### src/rtl/ps2_mouse_pkg.sv
// ps2_mouse_pkg
// Shared definitions for the PS/2 mouse packet decoder:
//   - state_t      : packet framing FSM states
//   - HDR_*        : bit positions inside the PS/2 header byte
//   - DELTA9_MAX/MIN : 9-bit movement limits used when an axis overflows
package ps2_mouse_pkg;

    typedef enum logic [1:0] {
        S_HDR = 2'd0,
        S_X   = 2'd1,
        S_Y   = 2'd2,
        S_Z   = 2'd3
    } state_t;

    localparam int HDR_L    = 0;
    localparam int HDR_R    = 1;
    localparam int HDR_M    = 2;
    localparam int HDR_SYNC = 3;
    localparam int HDR_XS   = 4;
    localparam int HDR_YS   = 5;
    localparam int HDR_XO   = 6;
    localparam int HDR_YO   = 7;

    localparam logic signed [8:0] DELTA9_MAX = 9'sh0FF;  // +255
    localparam logic signed [8:0] DELTA9_MIN = 9'sh100;  // -256

endpackage

### src/rtl/ps2_mouse_delta_ext.sv
// ps2_mouse_delta_ext
// Combinational decode of one movement axis: builds the 9-bit two's
// complement value {sign, data}, saturates it when the overflow flag is
// set, then sign-extends to DELTA_W bits.
// Ports:
//   sign  in  1        axis sign bit from the header
//   ovf   in  1        axis overflow bit from the header
//   data  in  8        axis movement byte
//   delta out DELTA_W  decoded signed movement
module ps2_mouse_delta_ext
    import ps2_mouse_pkg::*;
#(
    parameter int DELTA_W = 12
) (
    input  logic               sign,
    input  logic               ovf,
    input  logic [7:0]         data,
    output logic [DELTA_W-1:0] delta
);

    logic signed [8:0] v9;

    always_comb begin
        v9 = {sign, data};
        // An overflowed axis carries a meaningless byte; clamp to the
        // extreme in the direction the sign bit indicates.
        if (ovf) begin
            v9 = sign ? DELTA9_MIN : DELTA9_MAX;
        end
    end

    // Size cast of a signed operand sign-extends.
    assign delta = DELTA_W'(v9);

endmodule

### src/rtl/ps2_mouse_packet_decoder.sv
// ps2_mouse_packet_decoder
// Turns the PS/2 receiver byte stream into decoded mouse packets on a
// valid/ready interface. Handles 3-byte and 4-byte (IntelliMouse wheel)
// packets, resyncs on a bad header or an inter-byte timeout, and counts
// packets dropped while the consumer holds off.
// Optional feature macro: PS2_MOUSE_ACCUM_EN adds clamped absolute
// position accumulators (pos_x/pos_y ports).
// Ports:
//   clk, rst            clock, synchronous active-high reset
//   ps2_byte/_en        received byte and its one-cycle strobe
//   wheel_mode          1 = 4-byte packets, sampled at each header
//   pkt_valid/ready     output handshake
//   buttons             {M,R,L}
//   delta_x/y/z         signed movement (y is +up, z is 0 in 3-byte mode)
//   x_ovf/y_ovf         header overflow flags of the held packet
//   sync_err            one-cycle pulse on bad header or timeout
//   drop_cnt            saturating count of packets lost to backpressure
//   pos_x/pos_y         accumulated position (PS2_MOUSE_ACCUM_EN only)
module ps2_mouse_packet_decoder
    import ps2_mouse_pkg::*;
#(
    parameter int DELTA_W        = 12,
    parameter int TIMEOUT_CYCLES = 100000,
    parameter int DROP_W         = 8,
    parameter int POS_W          = 11,
    parameter int X_MAX          = 639,
    parameter int Y_MAX          = 479
) (
    input  logic               clk,
    input  logic               rst,
    input  logic [7:0]         ps2_byte,
    input  logic               ps2_byte_en,
    input  logic               wheel_mode,
    output logic               pkt_valid,
    input  logic               pkt_ready,
    output logic [2:0]         buttons,
    output logic [DELTA_W-1:0] delta_x,
    output logic [DELTA_W-1:0] delta_y,
    output logic [3:0]         delta_z,
    output logic               x_ovf,
    output logic               y_ovf,
    output logic               sync_err,
    output logic [DROP_W-1:0]  drop_cnt
`ifdef PS2_MOUSE_ACCUM_EN
    ,
    output logic [POS_W-1:0]   pos_x,
    output logic [POS_W-1:0]   pos_y
`endif
);

    localparam int TO_W = (TIMEOUT_CYCLES > 2) ? $clog2(TIMEOUT_CYCLES) : 1;
    localparam logic [TO_W-1:0] TO_LAST = TO_W'(TIMEOUT_CYCLES - 1);

    // Elaboration-time parameter sanity.
    if (DELTA_W < 9 || TIMEOUT_CYCLES < 2 || DROP_W < 1 || POS_W + 2 < 9 ||
        X_MAX < 0 || Y_MAX < 0 || X_MAX >= (1 << POS_W) || Y_MAX >= (1 << POS_W)) begin : g_bad_param
        $error("ps2_mouse_packet_decoder: illegal parameter combination");
    end

    state_t            state_q, state_d;
    logic [7:0]        hdr_q, x_q, y_q;
    logic              mode_q;
    logic [TO_W-1:0]   to_cnt;

    logic              timeout, hdr_err, complete, load, drop;
    logic [7:0]        y_byte;
    logic [3:0]        z_val;
    logic [DELTA_W-1:0] dx_dec, dy_dec;

    // ------------------------------------------------------------------
    // Framing FSM
    // ------------------------------------------------------------------
    always_ff @(posedge clk) begin
        if (rst) state_q <= S_HDR;
        else     state_q <= state_d;
    end

    always_comb begin
        state_d  = state_q;
        hdr_err  = 1'b0;
        complete = 1'b0;
        // Timeout wins over a byte in the same cycle: that byte is lost.
        timeout  = (state_q != S_HDR) && (to_cnt == TO_LAST);
        if (timeout) begin
            state_d = S_HDR;
        end else if (ps2_byte_en) begin
            case (state_q)
                S_HDR: begin
                    if (ps2_byte[HDR_SYNC]) state_d = S_X;
                    else                    hdr_err = 1'b1;
                end
                S_X: state_d = S_Y;
                S_Y: begin
                    if (mode_q) begin
                        state_d = S_Z;
                    end else begin
                        state_d  = S_HDR;
                        complete = 1'b1;
                    end
                end
                S_Z: begin
                    state_d  = S_HDR;
                    complete = 1'b1;
                end
                default: state_d = S_HDR;
            endcase
        end
        load = complete && (!pkt_valid || pkt_ready);
        drop = complete && !load;
    end

    // ------------------------------------------------------------------
    // Packet assembly. The completing byte is used straight off the bus
    // so the output register can load in the same cycle.
    // ------------------------------------------------------------------
    assign y_byte = (state_q == S_Y) ? ps2_byte : y_q;
    assign z_val  = (state_q == S_Z) ? ps2_byte[3:0] : 4'd0;

    ps2_mouse_delta_ext #(.DELTA_W(DELTA_W)) u_dx (
        .sign  (hdr_q[HDR_XS]),
        .ovf   (hdr_q[HDR_XO]),
        .data  (x_q),
        .delta (dx_dec)
    );

    ps2_mouse_delta_ext #(.DELTA_W(DELTA_W)) u_dy (
        .sign  (hdr_q[HDR_YS]),
        .ovf   (hdr_q[HDR_YO]),
        .data  (y_byte),
        .delta (dy_dec)
    );

    always_ff @(posedge clk) begin
        if (rst) begin
            hdr_q    <= '0;
            x_q      <= '0;
            y_q      <= '0;
            mode_q   <= 1'b0;
            to_cnt   <= '0;
            sync_err <= 1'b0;
        end else begin
            sync_err <= hdr_err | timeout;
            if (state_q == S_HDR || timeout || ps2_byte_en) to_cnt <= '0;
            else                                            to_cnt <= to_cnt + 1'b1;
            if (ps2_byte_en && !timeout) begin
                case (state_q)
                    S_HDR: begin
                        if (ps2_byte[HDR_SYNC]) begin
                            hdr_q  <= ps2_byte;
                            mode_q <= wheel_mode;
                        end
                    end
                    S_X:     x_q <= ps2_byte;
                    S_Y:     y_q <= ps2_byte;
                    default: ;
                endcase
            end
        end
    end

    // ------------------------------------------------------------------
    // Output register and drop counter
    // ------------------------------------------------------------------
    always_ff @(posedge clk) begin
        if (rst) begin
            pkt_valid <= 1'b0;
            buttons   <= '0;
            delta_x   <= '0;
            delta_y   <= '0;
            delta_z   <= '0;
            x_ovf     <= 1'b0;
            y_ovf     <= 1'b0;
            drop_cnt  <= '0;
        end else begin
            if (load) begin
                pkt_valid <= 1'b1;
                buttons   <= {hdr_q[HDR_M], hdr_q[HDR_R], hdr_q[HDR_L]};
                delta_x   <= dx_dec;
                delta_y   <= dy_dec;
                delta_z   <= z_val;
                x_ovf     <= hdr_q[HDR_XO];
                y_ovf     <= hdr_q[HDR_YO];
            end else if (pkt_ready) begin
                pkt_valid <= 1'b0;
            end
            if (drop && drop_cnt != '1) drop_cnt <= drop_cnt + 1'b1;
        end
    end

`ifdef PS2_MOUSE_ACCUM_EN
    // ------------------------------------------------------------------
    // Position accumulators. Two guard bits keep the sum from wrapping
    // before the clamp; every completed packet counts, dropped or not.
    // ------------------------------------------------------------------
    localparam int AW = POS_W + 2;

    logic signed [AW-1:0] sum_x, sum_y;

    always_comb begin
        sum_x = $signed({2'b00, pos_x}) + AW'($signed(dx_dec));
        sum_y = $signed({2'b00, pos_y}) - AW'($signed(dy_dec));  // screen Y-down
    end

    always_ff @(posedge clk) begin
        if (rst) begin
            pos_x <= '0;
            pos_y <= '0;
        end else if (complete) begin
            if (sum_x < 0)                pos_x <= '0;
            else if (sum_x > AW'(X_MAX))  pos_x <= POS_W'(X_MAX);
            else                          pos_x <= sum_x[POS_W-1:0];
            if (sum_y < 0)                pos_y <= '0;
            else if (sum_y > AW'(Y_MAX))  pos_y <= POS_W'(Y_MAX);
            else                          pos_y <= sum_y[POS_W-1:0];
        end
    end
`endif

endmodule

### config.mk
export PLATFORM = sky130hd
export DESIGN_NAME = ps2_mouse_packet_decoder
export DESIGN_NICKNAME = d
export VERILOG_FILES = /design/src/rtl/ps2_mouse_pkg.sv /design/src/rtl/ps2_mouse_delta_ext.sv /design/src/rtl/ps2_mouse_packet_decoder.sv
export SDC_FILE = /design/constraint.sdc
export NUM_CORES = 1
export LEC_CHECK = 0
export BUFFER_PORTS_ARGS = -buffer_cell sky130_fd_sc_hd__buf_2
export CAP_MARGIN = 10
export CORE_UTILIZATION = 40
export CTS_CLUSTER_SIZE = 28
export DETAILED_ROUTE_END_ITERATION = 7
export GPL_TIMING_DRIVEN = 0
export PLACE_DENSITY_LB_ADDON = 0.05
export SLEW_MARGIN = 20
export SYNTH_ARGS = -nofsm -noshare
export SYNTH_HDL_FRONTEND = slang
export SYNTH_SLANG_ARGS = --single-unit
### constraint.sdc
create_clock -name clk -period 3.11 [get_ports clk]
set_clock_uncertainty 0.15 [all_clocks]
set_input_delay 0.1555 -clock clk [delete_from_list [all_inputs] [get_ports clk]]
set_output_delay 0.1555 -clock clk [all_outputs]
set_load 0.01 [all_outputs]
# After elaboration in Yosys (flattened, before gate mapping)
# Cells that the tools add are included.
[word_totals]
ff_bits = 81
output_inout_bits = 43
[op_classes]
n_addsub = 2
n_eq_ne = 6
muxes = 19
bitwise_logic = 1
reduce_logical = 19
[op_table]
columns = ["op", "count"]
rows = [
  ["2-to-1 mux 9 bit", 4],
  ["adder 17 x 1 -> 17 bit (second input constant)", 1],
  ["== test 17 bit (second input constant)", 1],
  ["2-to-1 mux 1 bit", 9],
  ["adder 8 x 1 -> 8 bit (second input constant)", 1],
  ["2-to-1 mux 8 bit", 1],
  ["!= test 8 bit (second input constant)", 1],
  ["one-hot mux 2 bit (4 select lines)", 1],
  ["logical AND 1 bit", 5],
  ["== test 2 bit (second input constant)", 2],
  ["2-to-1 mux 2 bit", 2],
  ["2-to-1 mux 4 bit", 1],
  ["AND reduction 2 bit", 2],
  ["nonzero test 2 bit", 2],
  ["OR reduction 2 bit", 2],
  ["logical NOT 1 bit", 3],
  ["logical OR 1 bit", 3],
  ["AND reduction 3 bit", 1],
  ["== test 2 x 1 -> 1 bit (second input constant)", 1],
  ["logical NOT 2 bit", 1],
  ["!= test 2 bit (second input constant)", 1],
  ["one-hot mux 1 bit (2 select lines)", 1],
  ["OR 1 bit", 1],
]

# Logic depth before layout (Yosys ltp)
# Gate-level depths: netlist of run 1.
[logic_depth]
depth_word = 8
ltp_mapped = 9
depth_no_buf = 6

# By module
# A second synthesis of run 1 with hierarchy kept.
[unflattened]
cells_unflattened = 443
area_unflattened_um2 = 3748.6
[by_module_without_submodules]
columns = ["module", "n_inst", "cells_per_inst", "area_each_um2", "seq_area_each_um2"]
rows = [
  ["ps2_mouse_packet_decoder", 1, 401, 3530.9, 1721.7],
  ["ps2_mouse_delta_ext", 2, 21, 108.9, 0.0],
]

# Least setup slack after synthesis of run 1
# No wires, ideal clock.
[synth_timing]
path_type = "register -> register"
start = "register to_cnt[0]"
end = "register to_cnt[12]"
setup_time_ps = 64
arrival_time_ps = 1858
path_slack_ps = 1038
path_stages_with_launch = 9
cell_sequence = "dfxtp_1 -> ha_1 -> and4_1 -> and4_1 -> buf_6 -> or4_4 -> buf_6 -> buf_8 -> nor2_1"
[synth_between]
elab_chain_len = 5
elab_cells_between_ends = 6
[synth_rtl]
columns = ["element", "line_no", "rtl"]
rows = [
  ["from (decl)", "ps2_mouse_packet_decoder.sv:63", "logic [TO_W-1:0] to_cnt;"],
  ["from (signal assigned)", "ps2_mouse_packet_decoder.sv:144", "else to_cnt <= to_cnt + 1'b1;"],
  ["branches (longest 5 deep; another with adder 17 x 1 -> 17 bit)", "--", ""],
]
# Several ways; the timed one is not identified.
# A chain may end at the register's enable or synchronous reset.

# Worst setup path after layout of run 1
[layout_timing]
start = "register to_cnt[0]"
end = "register, netlist name delta_x[8]"
[layout_between]
elab_chain_len = 4
[layout_rtl]
columns = ["element", "line_no", "rtl"]
rows = [
  ["== test 17 bit", "ps2_mouse_packet_decoder.sv:83", "timeout = (state_q != S_HDR) && (to_cnt == TO_LAST);"],
  ["logical AND 1 bit", "ps2_mouse_packet_decoder.sv:83", ""],
  ["2-to-1 mux 1 bit", "ps2_mouse_packet_decoder.sv:84", "if (timeout) begin"],
  ["logical AND 1 bit", "ps2_mouse_packet_decoder.sv:108", "load = complete && (!pkt_valid || pkt_ready);"],
]
# No other way between the ends.

==> results.cfg, run 1 <==
[run_status]
outcome = complete, but fails checks
violations = negative hold slack

[place]
dp_slack_ns = 0.651
port_buffers = 54
place_congestion = 0.802
hpwlAfterDp_um = 5550
post-place-cells = 534

[clocking]
cts_tree = yes
clkSinkCount = 80
clock_path_buffers = 2
clockRootBuffer = clkbuf_8
clk_pin_slew_ns = 0.08
cts.htree.levels = 3
insertion_delay_ns = 0.35
cts_made_buffers = 9
cts_resized = 0

[cells_and_area]
drive_above_1_share = 0.212
num-nets-final = 462
diodes = 0
syn2layout_area_growth_pct = 18.9
fillers = 850
fin_cells = 557

[route]
drc = 0
drt_iter0_markers = 96
wire_per_inst_um = 14.0
ant_nets = 0
drtPass1Iterations = 5
vias = 2795
wl_um = 7770
routed_via_density = 5.02

[power_and_ir_drop]
power.density_nw_per_um2 = 459
ir_worst_vdd_mv = 0.212
p_leak_nw = 1.56
power_w = 0.00184

[synthesis]
synth-seq-area-share = 0.474
synth_area_um2 = 3380
synth_ff_type = dfxtp_1
synthMostInstantiatedCell = dfxtp_1
synth_fa_ha_area_frac = 0.00741
synthesis.nets = 390
synth_compound_area_frac = 0.105
async_flop_share = 0
synth_common_cells = 80 x dfxtp_1, 64 x nor2_1, 36 x a21oi_1, 32 x nand2_1, 24 x mux2i_1
synthCells = 375
synth_top_family_by_area = simple AND/OR/NAND/NOR gates
synth_edf_count = 0
synth-simple-area-share = 0.214
muxShareOfSynthArea = 0.0978
synth_top_area_frac = 0.474
synth.distinct_cells = 41
synth_xor_area_frac = 0.0441
yosysWarnings = 0
synth_area_leaders = dfxtp_1 47%, mux2i_1 7.1%, nor2_1 7.1%, a21oi_1 5.3%, nand2_1 3.6%
avgSynthCellArea_um2 = 9.01
synth-seq-cells = 80
synth_top_cell_by_area = dfxtp_1

[sta]
rsz0062_at_grt = no
fin_crit_ns = 2.43
timing.setup.tns_ns = 0
setup_viol = 0
relSlewSlack = 0.641
finalWorstSetupSlack_ns = 0.680
finalHoldViolCount = 2
min_period_over_period = 0.781
max_freq_mhz = 412
slew_viol_final = 0
worst_slew_pin_slew_ns = 0.539
holdWs_ns = -0.00115

[grt]
antenna_found_initial = 0
grt_overflow_total = 0
grt_first_pass_wirelength_um = 12700
grt_pass1_vias = 2566
grt_max_degree = 14
grt_usage = 0.189

[die]
rows = 33
die_area_um2 = 8810
die_w_um = 93.9
fp.coreArea_um2 = 8180
die_h_um = 93.9
start_util = 0.413
ios = 56

[job]
cap_violations = 0

[critical_path]
worst-setup-path-type = reg2reg
cp.arrival_ns = 2.57
critPathMaxFanout = 10
cp-start-kind = flop
cp-end-kind = flop
worstPathRequired_ns = 3.25

[worst_hold_path]
hold_path.class = in2reg
## kinds of logic (layout without fill, tap and decap cells)
| logic type | after synthesis | count (layout) |
|---|---|---|
| and+or+nand+nor | 148 | 148 |
| DFF | 80 | 80 |
| adders and majority gates | 2 | 2 |
| muxes | 32 | 32 |
| buffers and inverters | 36 | 113 |
| AOI/OAI and AO/OA | 60 | 60 |
| xor gates and xnor gates | 17 | 17 |
## critical path, stage by stage (launching register included)
cell,delay (ns)
dfxtp_1,0.34
ha_1,0.25
and4_1,0.24
and4_1,0.18
buf_6,0.13
nor3_4,0.32
clkbuf_1,0.44
nand2_1,0.17
a21oi_1,0.14
## per-stage QoR
| step | utilization | cell area, um^2 | hold WS, ns |
|---|---|---|---|
| floorplan | - | 3380 | 0.144 |
| global placement | 0.462 | 3780 | 0.257 |
| detailed placement | 0.462 | 3780 | 0.268 |
| CTS | 0.491 | 4010 | 0.000876 |
| global route | 0.491 | 4010 | 0.00954 |
| finish | 0.491 | 4010 | -0.00115 |
## repair_timing
item,in CTS,in global routing
endpoints found under the hold margin,19,0
buffers inserted,0,0
hold buffers,7,0
## cell type report
type / count / area (um^2) / area share
multi-input cells: 259 / 1580 / 0.394
repair buffers: 61 / 340 / 0.0848
clock inverters: 5 / 33.8 / 0.00842
flip-flops and latches: 80 / 1600 / 0.399
well taps: 105 / 131 / 0.0327
inverters: 6 / 22.5 / 0.00561
plain buffers: 30 / 173 / 0.0430
clock buffers: 11 / 131 / 0.0327
## flip-flops by register name, indices dropped and copies added (netlist names)
signal	flops
delta_y	9
y_q	8
sync_err	1
state_q	2
y_ovf	1
x_ovf	1
drop_cnt	8
hdr_q	7
delta_x	9
buttons	3
mode_q	1
x_q	8
delta_z	4
pkt_valid	1
to_cnt	17
## power breakdown
part,switching [W],internal [W]
Clock,0.000383,0.000289
Combinational,0.0000740,0.0000491
Sequential,0.00000861,0.00104
Total,0.000466,0.00138
## cells in the final DEF (no fill, tap or decap), drive strengths merged, types with 2 or more instances in the layout
| master | instances |
|---|---|
| dfxtp | 80 |
| or4 | 3 |
| xnor2 | 6 |
| nor4 | 2 |
| nor2 | 64 |
| nand3 | 12 |
| nand4 | 9 |
| ha | 2 |
| and4 | 3 |
| a211oi | 8 |
| a21oi | 36 |
| mux2i | 24 |
| nor3 | 2 |
| o31ai | 2 |
| buf | 71 |
| mux2 | 8 |
| dlygate4sd3 | 7 |
| clkinvlp | 2 |
| nor2b | 2 |
| or3 | 3 |
| nand2 | 32 |
| and3 | 7 |
| o21ai | 4 |
| inv | 5 |
| xor2 | 11 |
| o211ai | 8 |
| nor4b | 3 |
| clkbuf | 24 |
| clkinv | 4 |
## final timing paths
| kind | start | to | slack [ns] | cells after the start |
|---|---|---|---|---|
| max | to_cnt[0] | delta_x[8] | 0.68 | 8 |
| min | ps2_byte[1] | y_q[1] | -0.001 | 3 |
| max reg2reg | to_cnt[0] | delta_x[8] | 0.68 | 8 |
| min reg2reg | delta_y[6] | delta_y[6] | 0.30 | 2 |
## per-layer routing
| metal | part of all wire | vias to the layer above | global-route usage |
|---|---|---|---|
| met5 | 0 | - | 0 |
| met4 | 0.017 | 0 | 0.0808 |
| met3 | 0.027 | 12 | 0.0324 |
| met2 | 0.47 | 43 | 0.308 |
| met1 | 0.48 | 1301 | 0.244 |
| li1 | - | 1439 | - |
Power figures use the tool's default switching activity.
==> inputs of run 2 (changes only) <==
--- a/config.mk
+++ b/config.mk
@@ -5,6 +5,7 @@
 export SDC_FILE = /design/constraint.sdc
 export NUM_CORES = 1
 export LEC_CHECK = 0
+export ABC_AREA = 1
 export BUFFER_PORTS_ARGS = -buffer_cell sky130_fd_sc_hd__buf_2
 export CAP_MARGIN = 10
 export CORE_UTILIZATION = 40
==> constraint.sdc (replaced) <==
create_clock -name clk -period 2.1 [get_ports clk]
set_clock_uncertainty 0.15 [all_clocks]
set_input_delay 0.105 -clock clk [delete_from_list [all_inputs] [get_ports clk]]
set_output_delay 0.105 -clock clk [all_outputs]
set_load 0.01 [all_outputs]
==> run 2 against run 1 <==
The flow finishes with violations (design-rule violations). Worst setup slack lost 0.48 ns. First-iteration DRC count increased by 28%. Clock power is 76% higher. Cell count is 29% higher. Non-clock buffer count is 1 higher. Die area is 8.3% higher. Critical endpoint is now y_q[3]. Global-route usage rose by 0.66 points. Clock-buffer cell count fell by 1. Routed wire length rose by 14%. Via count grew 24%.
==> results.cfg, run 2 <==
[run_status]
outcome = complete, but fails checks
violations = design-rule violations

[synthesis]
synth_common_cells = 109 x nor2_1, 92 x nand2_1, 80 x dfxtp_1, 58 x inv_1, 56 x o21ai_0
synth_top_family_by_area = simple AND/OR/NAND/NOR gates
synth-simple-area-share = 0.295
muxShareOfSynthArea = 0
synth_ff_type = dfxtp_1
synth_edf_count = 0
synth_fa_ha_area_frac = 0.00683
synth_top_area_frac = 0.437
synth_compound_area_frac = 0.133
synth_top_cell_by_area = dfxtp_1
synth-seq-area-share = 0.437
synth.distinct_cells = 30
synth_xor_area_frac = 0.0191
synthesis.nets = 543
synthCells = 528
yosysWarnings = 0
avgSynthCellArea_um2 = 6.94
async_flop_share = 0
synth_area_um2 = 3660
synthMostInstantiatedCell = nor2_1
synth-seq-cells = 80
synth_area_leaders = dfxtp_1 44%, nor2_1 11%, nand2_1 9.4%, o21ai_0 7.7%, inv_1 5.9%

[die]
fp.coreArea_um2 = 8810
start_util = 0.416
ios = 56
die_w_um = 97.7
die_h_um = 97.7
rows = 34
die_area_um2 = 9540

[sta]
rsz0062_at_grt = no
finalHoldViolCount = 0
setup_viol = 0
relSlewSlack = 0.681
max_freq_mhz = 525
fin_crit_ns = 1.90
worst_slew_pin_slew_ns = 0.479
slew_viol_final = 0
min_period_over_period = 0.906
timing.setup.tns_ns = 0

[clocking]
cts.htree.levels = 3
clockRootBuffer = clkbuf_8
cts_made_buffers = 9
insertion_delay_ns = 0.35
clock_path_buffers = 2
clkSinkCount = 80
cts_tree = yes
post-cts-setup-buffer-count = 0
clk_pin_slew_ns = 0.08

[grt]
grt_usage = 0.195
grt_pass1_vias = 3141
grt_max_degree = 15
grt_overflow_total = 0
grt_first_pass_wirelength_um = 14800
antenna_found_initial = 0

[cells_and_area]
num-nets-final = 619
final_common_cell = nor2_1
largest_reg_flops = 17
top_register = to_cnt
drive_above_1_share = 0.174
multi_input_area_um2 = 1680
reg.largest.list = to_cnt x17, delta_x x9, delta_y x9
syn2layout_area_growth_pct = 20.1
final_cell_mix = 109 x nor2_1, 91 x nand2_1, 80 x dfxtp_1
seqCellArea_um2 = 1600
diodes = 0
fillers = 927

[critical_path]
critPathMaxFanout = 10
cp.arrival_ns = 2.00
cp-start-kind = flop
worst-setup-path-type = reg2reg
cp-end-kind = flop
worstPathRequired_ns = 2.20

[power_and_ir_drop]
p_leak_nw = 2.02
ir_worst_vdd_mv = 0.284
power_w = 0.00308
power.density_nw_per_um2 = 701

[place]
port_buffers = 55
hpwlAfterDp_um = 6410
place_congestion = 0.785

[job]
cap_violations = 0

[route]
wire_per_inst_um = 12.4
drt_iter0_markers = 123
drtPass1Iterations = 6
ant_nets = 0
drc = 8
vias = 3454
wl_um = 8860
routed_via_density = 4.82

[worst_hold_path]
hold_path.class = in2reg
run 2: changes by cell type after synthesis, sizes merged, moves of 4 or more:
cell	previous run	this run
nand2	32	94
inv	5	61
o21ai	4	58
nor2	64	113
mux2i	24	0
nand3	12	23
nor3	2	12
mux2	8	0
o211ai	8	0
a211oi	8	1
and3	7	0
clkbuf	13	8
xnor2	6	1
xor2	11	7
run 2: routing by layer:
layer	GRT usage	routed length, um	up-vias	part of all wire
met5	0	0	-	0
met4	0.0769	113	0	0.013
met3	0.0317	304	8	0.034
met2	0.290	3710	56	0.42
met1	0.281	4730	1571	0.53
li1	-	-	1819	-
run 2: worst max-delay path: stages, from the launching register on:
cell,delay (ns)
dfxtp_1,0.36
ha_1,0.20
nand2_2,0.11
nor2_4,0.13
nand3_1,0.14
nor2_4,0.15
nand2_1,0.10
nand2_1,0.08
inv_2,0.08
buf_6,0.15
nor2_1,0.09
nor2_1,0.05
run 2: logic make-up (layout without fill, tap and decap cells):
logic type / after synthesis / in the layout
AO/OA/AOI/OAI: 96 / 96
XOR/XNOR: 8 / 8
adder cells (fa/ha/maj): 2 / 2
buffers and inverters: 88 / 169
flip-flops: 80 / 80
AND/OR/NAND/NOR: 254 / 254
run 2: timing repair:
action	in CTS	in global routing
gates resized for setup	0	4
endpoints found under the hold margin	15	0
setup endpoints to repair	0	30
hold buffers	10	0
run 2: cell type report:
type / count / share of cell area
multi-input combinational: 360 / 0.382
sequential: 80 / 0.364
timing repair buffer: 65 / 0.0854
inverter: 61 / 0.0521
buffer: 27 / 0.0390
clock buffer: 10 / 0.0313
tap: 108 / 0.0307
clock inverter: 6 / 0.0157
run 2: final timing paths:
kind	start	to	slack, ns	depth (start not counted)
setup reg to reg	to_cnt[0]	y_q[3]	0.20	11
hold reg to reg	to_cnt[0]	to_cnt[0]	0.30	1
setup / recovery	to_cnt[0]	y_q[3]	0.20	11
hold / removal	ps2_byte[3]	sync_err	0.03	4
run 2: power by group:
part,total [W],leakage (nW),switching [W],internal [W]
Sequential,0.00160,0.649,0.0000275,0.00157
Combinational,0.000305,1.28,0.000189,0.000116
Clock,0.00118,0.0907,0.000599,0.000583
run 2: through the flow:
| step | cell area (um^2) | hold WS, ns | cells | setup WS (ns) | util |
|---|---|---|---|---|---|
| floorplan | 3660 | 0.0241 | 528 | 0.393 | - |
| global placement | 4070 | 0.179 | 691 | 0.178 | 0.462 |
| detailed placement | 4070 | 0.183 | 691 | 0.160 | 0.462 |
| CTS | 4380 | 0.00671 | 717 | 0.146 | 0.497 |
| global route | 4400 | 0.0119 | 717 | 0.00708 | 0.499 |
| finish | 4400 | 0.0330 | 717 | 0.197 | 0.499 |
==> inputs of run 3 (changes only) <==
--- a/config.mk
+++ b/config.mk
@@ -11,8 +11,7 @@
 export CORE_UTILIZATION = 40
 export CTS_CLUSTER_SIZE = 28
 export DETAILED_ROUTE_END_ITERATION = 7
-export GPL_TIMING_DRIVEN = 0
-export PLACE_DENSITY_LB_ADDON = 0.05
+export PLACE_DENSITY_LB_ADDON = 0.2
 export SLEW_MARGIN = 20
 export SYNTH_ARGS = -nofsm -noshare
 export SYNTH_HDL_FRONTEND = slang
==> run 3 against run 2 <==
The flow still finishes with violations (design-rule violations). Worst setup slack worse by 0.033 ns. Maximum frequency down 1.7%. Sequential power barely moved. Power grew 0.24%. Hold slack improved by 0.0045 ns. Clock-buffer cell count down 1. Via count is 2.5% lower. Utilization shrank 1.1 points. Cell count is 2.6% lower. Sequential cell count stayed put. Critical endpoint is now buttons[2]. Highest routed layer unchanged.
==> results.cfg, run 3 (synthesis gave the netlist of run 2 again) <==
[die]
rows = 34
start_util = 0.416
die_area_um2 = 9540
die_w_um = 97.7
fp.coreArea_um2 = 8810
ios = 56
die_h_um = 97.7

[worst_hold_path]
hold_path.class = in2reg
hp-start = ps2_byte[3]

[clocking]
clk_pin_slew_ns = 0.09
cts.htree.levels = 3
clockRootBuffer = clkbuf_8
post-cts-setup-buffer-count = 0
clkSinkCount = 80
cts_made_buffers = 9
cts_tree = yes
insertion_delay_ns = 0.37
clock_path_buffers = 2

[sta]
setup_viol = 0
max_freq_mhz = 517
finalHoldViolCount = 0
relSlewSlack = 0.570
slew_viol_final = 0
fin_crit_ns = 1.94
finalWorstSetupSlack_ns = 0.164
min_period_over_period = 0.922
worst_slew_pin_slew_ns = 0.643

[critical_path]
worstPathRequired_ns = 2.25
cp-start-kind = flop
cp-end-kind = flop
startpoint = to_cnt[0]
reg2reg_from = to_cnt[0]
cp_cell_sequence = ha_1 > nand2_1 > nor2_2 > nand3_2 > nand2_2 > nor2_2 > o21ai_0 > nor2_1
cpMostUsedCell = nor2_2
cp.arrival_ns = 2.09
cp_slowest_cell = nor2_2
worst-setup-path-type = reg2reg
critPathBufInv = 0
slowest_delay_ns = 0.47
critPathTopFamily = simple AND/OR/NAND/NOR gates
critPathMaxFanout = 13

[route]
vias = 3367
drt_iter0_markers = 159
drc = 10
drtPass1Iterations = 6
wire_per_inst_um = 12.0
ant_nets = 0
routed_via_density = 4.82
wl_um = 8380

[cells_and_area]
final_util = 0.488
final_cell_mix = 109 x nor2_1, 92 x nand2_1, 80 x dfxtp_1
largest_reg_flops = 17
final_common_cell = nor2_1
num-nets-final = 600
drive_above_1_share = 0.158
fillers = 920
reg.largest.list = to_cnt x17, delta_x x9, delta_y x9
top_register = to_cnt
diodes = 0
syn2layout_area_growth_pct = 17.4

[power_and_ir_drop]
p_leak_nw = 1.97
power.density_nw_per_um2 = 719
ir_worst_vdd_mv = 0.286

[grt]
antenna_found_initial = 0
grt_overflow_total = 0
grt_first_pass_wirelength_um = 13900
grt_pass1_vias = 3119
grt_max_degree = 49
grt_usage = 0.181

[place]
dp_slack_ns = 0.167
hpwlAfterDp_um = 5570
place_congestion = 0.814
port_buffers = 55

[job]
cap_violations = 0

[run_status]
outcome = complete, but fails checks
violations = design-rule violations
[run 3: worst paths after layout]
check               endpoint  slack [ns]  depth (start not counted)
hold reg to reg    to_cnt[0]        0.30                          1
setup / recovery  buttons[2]        0.16                          8
setup reg to reg  buttons[2]        0.16                          8
hold / removal      sync_err        0.04                          4
[run 3: repair_timing]
| item | in CTS | in global routing |
|---|---|---|
| hold buffers | 10 | 0 |
| setup endpoints to repair | 0 | 5 |
| gates resized for setup | 0 | 2 |
| hold endpoints to repair | 28 | 0 |
[run 3: layout make-up]
class	count	area [um^2]	area share
Clock buffer	9	124	0.0288
Clock inverter	7	88.8	0.0207
Inverter	61	229	0.0533
Multi-Input combinational cell	361	1680	0.391
Sequential cell	80	1600	0.373
Tap cell	108	135	0.0314
Timing Repair Buffer	72	440	0.102
[run 3: where the power goes]
group          leakage, nW  internal (W)  switching, W
Clock                0.103      0.000571      0.000635
Sequential           0.649       0.00157     0.0000338
Combinational         1.21      0.000107      0.000176
Total                 1.97       0.00225      0.000845
[run 3: per-layer routing]
metal | up-vias | GRT usage | part of all wire | routed length [um]
li1 | 1775 | - | - | -
met1 | 1518 | 0.233 | 0.50 | 4180
met2 | 64 | 0.286 | 0.45 | 3750
met3 | 10 | 0.0468 | 0.042 | 354
met4 | 0 | 0.0758 | 0.011 | 95
met5 | - | 0 | 0 | 0
[run 3: tightest hold or removal path: cells and delay by family]
family	cells	cell delay, ns
buffers and inverters	2	0.23
AO/OA/AOI/OAI	1	0.06
AND/OR/NAND/NOR	1	0.11
[run 3: stage by stage]
| step | cells | power [W] | setup TNS (ns) | area (um^2) | hold WS (ns) |
|---|---|---|---|---|---|
| floorplan | 528 | 0.00183 | 0 | 3660 | 0.0241 |
| global placement | 671 | 0.00190 | 0 | 3970 | 0.220 |
| detailed placement | 671 | 0.00190 | 0 | 3970 | 0.220 |
| CTS | 697 | 0.00312 | 0 | 4280 | 0.0127 |
| global route | 698 | 0.00324 | -0.00919 | 4300 | 0.0429 |
| finish | 698 | 0.00309 | 0 | 4300 | 0.0375 |
